--- config.mk ---
export PLATFORM = sky130hd
export DESIGN_NAME = riscv_upg_loader
export DESIGN_NICKNAME = d
export VERILOG_FILES = /design/src/rtl/riscv_upg_pkg.sv /design/src/rtl/riscv_upg_word_asm.sv /design/src/rtl/riscv_upg_loader.sv
export SDC_FILE = /design/constraint.sdc
export NUM_CORES = 1
export LEC_CHECK = 0
export CORE_MARGIN = 2
export CORE_UTILIZATION = 60
export CTS_BUF_LIST = sky130_fd_sc_hd__clkbuf_16
export DETAILED_ROUTE_END_ITERATION = 6
export HOLD_SLACK_MARGIN = 0.15
export PLACE_DENSITY = 0.93
export SKIP_CTS_REPAIR_TIMING = 1
export SYNTH_ARGS = -nofsm -noshare
export SYNTH_HDL_FRONTEND = slang
export SYNTH_SLANG_ARGS = --single-unit
--- constraint.sdc ---
create_clock -name clk -period 3.6 [get_ports clk]
set_input_delay 0.54 -clock clk [delete_from_list [all_inputs] [get_ports clk]]
set_output_delay 0.54 -clock clk [all_outputs]
set_load 0.01 [all_outputs]
--- src/rtl/riscv_upg_pkg.sv ---
// Shared definitions for the UART-programmer (UPG) image loader.
// Optional feature macro: UPG_CHECKSUM_EN (adds the trailing checksum byte and CSUM state).
package riscv_upg_pkg;

    typedef enum logic [2:0] {
        ST_IDLE = 3'd0,
        ST_SEL  = 3'd1,
        ST_LEN0 = 3'd2,
        ST_LEN1 = 3'd3,
        ST_DATA = 3'd4,
`ifdef UPG_CHECKSUM_EN
        ST_CSUM = 3'd5,
`endif
        ST_DONE = 3'd6,
        ST_ERR  = 3'd7
    } upg_state_e;

    localparam logic [7:0] START_BYTE_DEF = 8'hA5;

    localparam logic SEL_INST = 1'b0;
    localparam logic SEL_DATA = 1'b1;

endpackage

--- src/rtl/riscv_upg_word_asm.sv ---
// Byte-to-word assembler: shifts bytes in LSB first and flags the fourth byte of a word.
module riscv_upg_word_asm (
    input  logic        clk,
    input  logic        rst,
    input  logic        clr,
    input  logic        shift_en,
    input  logic [7:0]  byte_in,
    output logic [31:0] word_c,
    output logic        last_c
);

    logic [23:0] sr;
    logic [1:0]  byte_idx;

    // Only the three earlier bytes need storage; the fourth arrives with the strobe.
    always_ff @(posedge clk) begin
        if (rst || clr) begin
            sr       <= 24'd0;
            byte_idx <= 2'd0;
        end else if (shift_en) begin
            sr       <= {byte_in, sr[23:8]};
            byte_idx <= byte_idx + 2'd1;
        end
    end

    assign word_c = {byte_in, sr};
    assign last_c = (byte_idx == 2'd3);

endmodule

--- src/rtl/riscv_upg_loader.sv ---
// UPG writer: parses a framed byte stream and drives word writes into the target RAM.
// Optional feature macro: UPG_CHECKSUM_EN (XOR checksum byte after the data words).
module riscv_upg_loader
    import riscv_upg_pkg::*;
#(
    parameter int unsigned ADDR_W      = 14,
    parameter int unsigned TIMEOUT_CYC = 1000000,
    parameter logic [7:0]  START_BYTE  = START_BYTE_DEF
) (
    input  logic              clk,
    input  logic              rst,
    input  logic              rx_valid,
    input  logic [7:0]        rx_data,
    output logic              upg_wen_o,
    output logic [ADDR_W-1:0] upg_adr_o,
    output logic [31:0]       upg_dat_o,
    output logic              upg_sel_o,
    output logic              upg_done_o,
    output logic              upg_err_o,
    output logic              busy_o
);

    localparam int unsigned TO_W = $clog2(TIMEOUT_CYC + 1);
`ifdef UPG_CHECKSUM_EN
    localparam upg_state_e ST_AFTER_DATA = ST_CSUM;
`else
    localparam upg_state_e ST_AFTER_DATA = ST_DONE;
`endif
    localparam logic AFTER_DATA_DONE = (ST_AFTER_DATA == ST_DONE);

    upg_state_e        state;
    logic [TO_W-1:0]   idle_cnt;
    logic [7:0]        len_lo;
    logic [15:0]       len_c;
    logic [ADDR_W-1:0] last_idx;
    logic [ADDR_W-1:0] word_idx;
    logic              timeout_c;
    logic              shift_en_c;
    logic              asm_clr_c;
    logic [31:0]       word_c;
    logic              last_c;
`ifdef UPG_CHECKSUM_EN
    logic [7:0]        csum;
`endif

    assign len_c      = {rx_data, len_lo};
    assign timeout_c  = (idle_cnt == TO_W'(TIMEOUT_CYC));
    assign shift_en_c = rx_valid && (state == ST_DATA) && !timeout_c;
    assign asm_clr_c  = (state != ST_DATA);

    riscv_upg_word_asm u_word_asm (
        .clk      (clk),
        .rst      (rst),
        .clr      (asm_clr_c),
        .shift_en (shift_en_c),
        .byte_in  (rx_data),
        .word_c   (word_c),
        .last_c   (last_c)
    );

    // Frame parser FSM with registered RAM-port and status outputs.
    always_ff @(posedge clk) begin
        if (rst) begin
            state      <= ST_IDLE;
            idle_cnt   <= '0;
            len_lo     <= 8'd0;
            last_idx   <= '0;
            word_idx   <= '0;
            upg_wen_o  <= 1'b0;
            upg_adr_o  <= '0;
            upg_dat_o  <= 32'd0;
            upg_sel_o  <= 1'b0;
            upg_done_o <= 1'b0;
            upg_err_o  <= 1'b0;
            busy_o     <= 1'b0;
`ifdef UPG_CHECKSUM_EN
            csum       <= 8'd0;
`endif
        end else begin
            upg_wen_o <= 1'b0;
            case (state)
                ST_IDLE, ST_DONE, ST_ERR: begin
                    idle_cnt <= '0;
                    if (rx_valid && (rx_data == START_BYTE)) begin
                        state      <= ST_SEL;
                        busy_o     <= 1'b1;
                        upg_done_o <= 1'b0;
                        upg_err_o  <= 1'b0;
                        word_idx   <= '0;
`ifdef UPG_CHECKSUM_EN
                        csum       <= 8'd0;
`endif
                    end
                end
                default: begin
                    if (timeout_c) begin
                        // A byte arriving in the timeout cycle is dropped.
                        state     <= ST_ERR;
                        upg_err_o <= 1'b1;
                        busy_o    <= 1'b0;
                        idle_cnt  <= '0;
                    end else if (!rx_valid) begin
                        idle_cnt <= idle_cnt + TO_W'(1);
                    end else begin
                        idle_cnt <= '0;
`ifdef UPG_CHECKSUM_EN
                        csum     <= csum ^ rx_data;
`endif
                        case (state)
                            ST_SEL: begin
                                if (rx_data[7:1] != 7'd0) begin
                                    state     <= ST_ERR;
                                    upg_err_o <= 1'b1;
                                    busy_o    <= 1'b0;
                                end else begin
                                    upg_sel_o <= rx_data[0] ? SEL_DATA : SEL_INST;
                                    state     <= ST_LEN0;
                                end
                            end
                            ST_LEN0: begin
                                len_lo <= rx_data;
                                state  <= ST_LEN1;
                            end
                            ST_LEN1: begin
                                if (len_c == 16'd0) begin
                                    state      <= ST_AFTER_DATA;
                                    upg_done_o <= AFTER_DATA_DONE;
                                    busy_o     <= !AFTER_DATA_DONE;
                                end else if ({16'd0, len_c} > (32'd1 << ADDR_W)) begin
                                    state     <= ST_ERR;
                                    upg_err_o <= 1'b1;
                                    busy_o    <= 1'b0;
                                end else begin
                                    last_idx <= ADDR_W'(len_c - 16'd1);
                                    state    <= ST_DATA;
                                end
                            end
                            ST_DATA: begin
                                if (last_c) begin
                                    upg_wen_o <= 1'b1;
                                    upg_adr_o <= word_idx;
                                    upg_dat_o <= word_c;
                                    word_idx  <= word_idx + ADDR_W'(1);
                                    if (word_idx == last_idx) begin
                                        state      <= ST_AFTER_DATA;
                                        upg_done_o <= AFTER_DATA_DONE;
                                        busy_o     <= !AFTER_DATA_DONE;
                                    end
                                end
                            end
`ifdef UPG_CHECKSUM_EN
                            ST_CSUM: begin
                                busy_o <= 1'b0;
                                if (rx_data == csum) begin
                                    state      <= ST_DONE;
                                    upg_done_o <= 1'b1;
                                end else begin
                                    state     <= ST_ERR;
                                    upg_err_o <= 1'b1;
                                end
                            end
`endif
                            default: ;
                        endcase
                    end
                end
            endcase
        end
    end

endmodule
## Yosys cells after proc, flatten, opt, wreduce, memory -nomap -nowiden

Index checks and enable logic that the tools add are counted.
W data, S select, Z words.

- Bits in registers: 136
- Logic and storage cells: 119
- Bits of input ports: 11
- Output and inout port bits: 51

- $lt $le $gt $ge: 1
- Equal/unequal tests: 22
- Reduce and logical (&&, ||, !) cells: 28
- Add/sub/neg operators: 4
- Mux-type cells: 43
- Bitwise operators: 7

Operator list:

| cell | number |
|---|---|
| $mux W14 | 6 |
| $mux W1 | 24 |
| $mux W3 | 7 |
| $add A20 B1 Y20 const B | 1 |
| $eq A20 B20 Y1 const B | 1 |
| $reduce_and A5 Y1 | 4 |
| $gt A16 B15 Y1 const B | 1 |
| $logic_not A16 Y1 | 1 |
| $add A14 B1 Y14 const B | 1 |
| $eq A14 B14 Y1 | 1 |
| $reduce_and A7 Y1 | 2 |
| $sub A14 B1 Y14 const B | 1 |
| $ne A4 B4 Y1 const B | 3 |
| $pmux W3 S4 | 1 |
| $reduce_and A6 Y1 | 2 |
| $eq A3 B3 Y1 const B | 3 |
| $eq A8 B8 Y1 const B | 1 |
| $not A1 Y1 | 7 |
| $reduce_bool A7 Y1 | 1 |
| $reduce_or A7 Y1 | 1 |
| $eq A3 B2 Y1 const B | 2 |
| $ne A3 B3 Y1 const B | 2 |
| $reduce_bool A2 Y1 | 3 |
| $reduce_bool A3 Y1 | 2 |
| 23 further kinds | 27 |

## Depth between registers and ports, before layout

- Depth in word-level cells: 7
- Depth in mapped cells: 11
- Depth with buffers taken out: 8

## Cells and area by module

Synthesis repeated with hierarchy kept, for this count alone.

- Cell total of the unflattened synthesis: 689
- Area, all modules: 6,045.8 um2

By module, submodules not included:

| module | cells each | times used | area each (um2) | sequential area each (um2) |
|---|---|---|---|---|
| riscv_upg_loader | 595 | 1 | 5,014.8 | 2,202.1 |
| riscv_upg_word_asm | 94 | 1 | 1,031.0 | 520.5 |

## Least setup slack after synthesis

OpenSTA, ideal clock, no wires.

- Kind: input port to flip-flop
- Start point: input port rx_data[4]
- End point: register last_idx[10]
- Stages on the path: 9
- Library setup time: 0.086 ns
- Required time: 3.514 ns
- Buffers on the path: 3
- Setup slack: 1.154 ns
- Arrival time: 2.361 ns
- Cells stage by stage: clkbuf_1 nor4_2 and4_1 mux2i_1 and2_1 buf_2 buf_2 nor2_1 a211oi_1

- Longest elaborated chain between the ends: 3
- Elaborated cells between the ends (all ways): 5
- Classes of those cells: order compare (1); bitwise (2); reduce/logical (2)

RTL lines:

| item | line | RTL |
|---|---|---|
| from (decl) | riscv_upg_loader.sv:13 | `input logic [7:0] rx_data,` |
| $gt A16 B15 Y1 or $logic_not A16 Y1 (tied branches) | riscv_upg_loader.sv:129, riscv_upg_loader.sv:125 |  |
| $not A1 Y1 (no line) | - |  |
| $reduce_and A6 Y1 (no line) (*) | - |  |
| to (signal assigned) | riscv_upg_loader.sv:134 | `last_idx <= ADDR_W'(len_c - 16'd1);` |
| to (decl) | riscv_upg_loader.sv:35 | `logic [ADDR_W-1:0] last_idx;` |

Mark *: on every way between the ends. The rest lies on a longest branch, timed or not.
A chain may end at the register's enable or synchronous reset.

## Worst setup path after layout

- Start point: register idle_cnt[10]
- End point: register word_idx[9]

- Longest elaborated chain between the ends: 3

RTL lines:

| item | line | RTL |
|---|---|---|
| from (decl) | riscv_upg_loader.sv:32 | `logic [TO_W-1:0] idle_cnt;` |
| from (signal assigned) | riscv_upg_loader.sv:103 | `idle_cnt <= idle_cnt + TO_W'(1);` |
| $eq A20 B20 Y1 | riscv_upg_loader.sv:47 | `assign timeout_c = (idle_cnt == TO_W'(TIMEOUT_CYC));` |
| $ne A2 B1 Y1 (no line) | - |  |
| $reduce_and A5 Y1 (no line) | - |  |
| to (signal assigned) | riscv_upg_loader.sv:143 | `word_idx <= word_idx + ADDR_W'(1);` |
| to (decl) | riscv_upg_loader.sv:36 | `logic [ADDR_W-1:0] word_idx;` |

No other way between the ends.

==> results.md <==
- Arr. time, crit path: 3260 ps
- Pin count of the biggest net entering global routing: 49
- Core Util, Final: 73.49%
- Placeable core area: 9639 µm²
- Final WL: 15540 µm
- Number of synthesized flops with an enable pin: 0
- Dominant synthesized flop cell: dfxtp_1
- Vias in the first global route: 5121
- GRT overflow: 0
- Clk_lat worst skew: 420 ps
- Worst slew pin tran: 871.7 ps
- Clk_skew: 8.061 ps
- Via-to-Cell Ratio: 5.931
- Root buffer cell: clkbuf_16
- Status: complete, no violations
- Mapped Avg Cell Area: 8.203 µm²
- F_max: 0.3367 GHz
- Setup_tns: 0 ps
- Top Ports: 62
- GP Congestion: 0.9633
- PortBufs: 61
- Yosys reg bits: 136
- N_diodes: 0
- Antenna viol nets, final: 0
- Initial Utilization: 60.93%
- Kind of critical path: register to register
- Layout cells sized above 1: 7.432%
- DPL Wire Length: 9923 µm
- First-pass GRT wire length: 24910 µm
- Die Ht: 102.9 µm
- GRT Util Overall: 30.16%
- TritonCTS buffer count: 17
- WHS: 455.3 ps
- # DRC: 0
- CTS sink count: 136
- Setup violators final: 0
- PD cells: 546.4 nW/µm²
- Clock buffer depth: 2
- DR pass1 iterations: 7
- Die Area: 10600 µm²
- Area Overhead vs Synth: 20.62%
- Hold Violations, Final: 0
- Syn nets: 733
- Layout Nets: 771
- Die width: 102.9 µm
- Max-Cap Viols: 0
- Post-layout minimum cycle time: 2970 ps
- Startpoint Class: register
- Post-Syn Area: 5873 µm²
- Synth Instances: 716
- Unrepaired setup endpoints after global routing: false
- Ys Warns: 0
- Initial drt markers: 453
- Vias: 5338
- Worst min path class: register to register
- Cell Rows: 36
- H-tree depth: 4
- Post-DP Area: 6494 µm²
- Tcrit/Tclk final: 82.51%
- CTS tree: yes
- Setup crit end kind: register
- Distinct cell type count after synthesis: 58
- VDD IR-drop max: 387.5 µV
- Max_slew headroom: 41.07%
- DR WL/cell: 17.26 µm
- CP max FO: 24
- Leakage Power: 0.002411 µW
- Reg clk slew, reported paths: 60 ps
- Max Transition Viols Final: 0
- Antenna violations before repair: 0
- Asr flop ratio synth: 0%
- Crit path required time: 3890 ps
- Seq/Total Area, Yosys: 46.36%
- Final std cell area, no fill: 7084 µm²
-- worst max-delay path, cell delays in order, from the launching register on --
cell and delay [ps]:
dfxtp_1 350, or4b_1 570, or4b_1 700, o211ai_4 660, a2111oi_0 280, xnor2_1 220, nor2_1 50
-- worst paths after layout --
kind                               end  slack, ps                 startpoint  depth (start not counted)
min reg2reg  upg_adr_o[6]$_SDFFE_PP0P_        460  upg_adr_o[6]$_SDFFE_PP0P_                          2
max           word_idx[9]$_SDFFE_PP0P_        630    idle_cnt[10]$_SDFF_PP0_                          6
max reg2reg   word_idx[9]$_SDFFE_PP0P_        630    idle_cnt[10]$_SDFF_PP0_                          6
min          upg_adr_o[6]$_SDFFE_PP0P_        460  upg_adr_o[6]$_SDFFE_PP0P_                          2
-- stage by stage --
stage               setup slack [ps]  cells  total power [µW]
finish                         629.7    900              3871
global route                   508.7    900              3980
CTS                            653.5    900              3851
detailed placement             570.1    868              2125
global placement               697.2    868              2111
floorplan                       1154    716              2002
-- final cells by class --
class	instances	area, µm²
Tap cell	133	166.4
Sequential cell	136	2723
Clock buffer	17	425.4
Inverter	7	26.28
Clock inverter	15	165.2
Multi-Input combinational cell	522	2893
Fill cell	665	2555
Timing Repair Buffer	70	685.7
-- kinds of logic (layout without fill, tap and decap cells) --
logic type	count (synthesis)	count (layout)	share of synthesized area (%)
fa+ha+maj	6	6	1.278
xor+xnor	54	54	8.053
compound gates	127	127	13.44
buf+inv	58	109	4.452
flops	136	136	46.36
simple gates	324	324	24.54
mux	11	11	1.875
-- per-layer routing --
layer / share of wire, % / vias up / wire length (µm) / GRT usage (%)
li1: - / 2487 / - / -
met2: 50 / 280 / 7729 / 51.50
met3: 7.1 / 69 / 1104 / 7.864
met1: 39 / 2502 / 6060 / 35.30
met5: 0 / - / 0 / 0
met4: 4.1 / 0 / 643 / 14.37
-- cells in the mapped netlist (all sizes together), types with 3 or more instances --
cell,n,area (µm²)
a211oi,18,135.1
a21oi,81,409.1
a311oi,3,26.28
and3,3,18.77
and4,3,26.28
buf,17,107.6
clkbuf,34,127.6
dfxtp,136,2723
ha,6,75.07
inv,7,26.28
mux2i,11,110.1
nand2,164,615.6
nand2b,3,18.77
nand3,17,90.09
nand4,10,62.56
nor2,80,305.3
nor3,14,70.07
nor3b,3,22.52
nor4,5,37.53
nor4b,3,26.28
o211ai,5,56.30
o21ai,5,28.78
or2,3,18.77
or4b,4,40.04
xnor2,34,297.8
xor2,20,175.2
-- layout by cell type (no fill, tap or decap), types with 2 or more instances in the layout --
cell	n
nand2_1	164
dfxtp_1	136
a21oi_1	80
nor2_1	78
clkdlybuf4s50_1	60
xnor2_1	34
xor2_1	20
a211oi_1	18
clkbuf_16	17
nand3_1	16
nor3_1	14
mux2i_1	11
nand4_1	10
inv_1	8
buf_4	8
inv_6	7
ha_1	6
nor4_1	4
nor4b_1	3
nand2b_1	3
and4_1	3
and3_1	3
nor3b_1	3
or2_2	3
a311oi_1	3
o211ai_1	3
or4b_1	3
nor2_2	2
o21ai_0	2
nor2b_1	2
a21o_1	2
o21ba_2	2
or4_1	2
o31ai_1	2
or3_1	2
o2111ai_1	2
o21ai_1	2
clkinvlp_4	2
bufinv_16	2
-- power by group --
part | total [µW] | internal, µW | switching [µW] | leakage [µW]
Sequential | 1620 | 1550 | 76.5 | 0.00110
Combinational | 502 | 191 | 310 | 0.00103
Clock | 1750 | 1040 | 710 | 0.000289
Total | 3870 | 2770 | 1100 | 0.00241
-- sequential cells by signal, summed over array words and instances, names as in the netlist, 2 cells and up --
register	flops
u_word_asm.sr	24
len_lo	8
word_idx	14
upg_adr_o	14
state	3
last_idx	14
idle_cnt	20
u_word_asm.byte_idx	2
upg_dat_o	32
(Power assumes the default switching activity.)
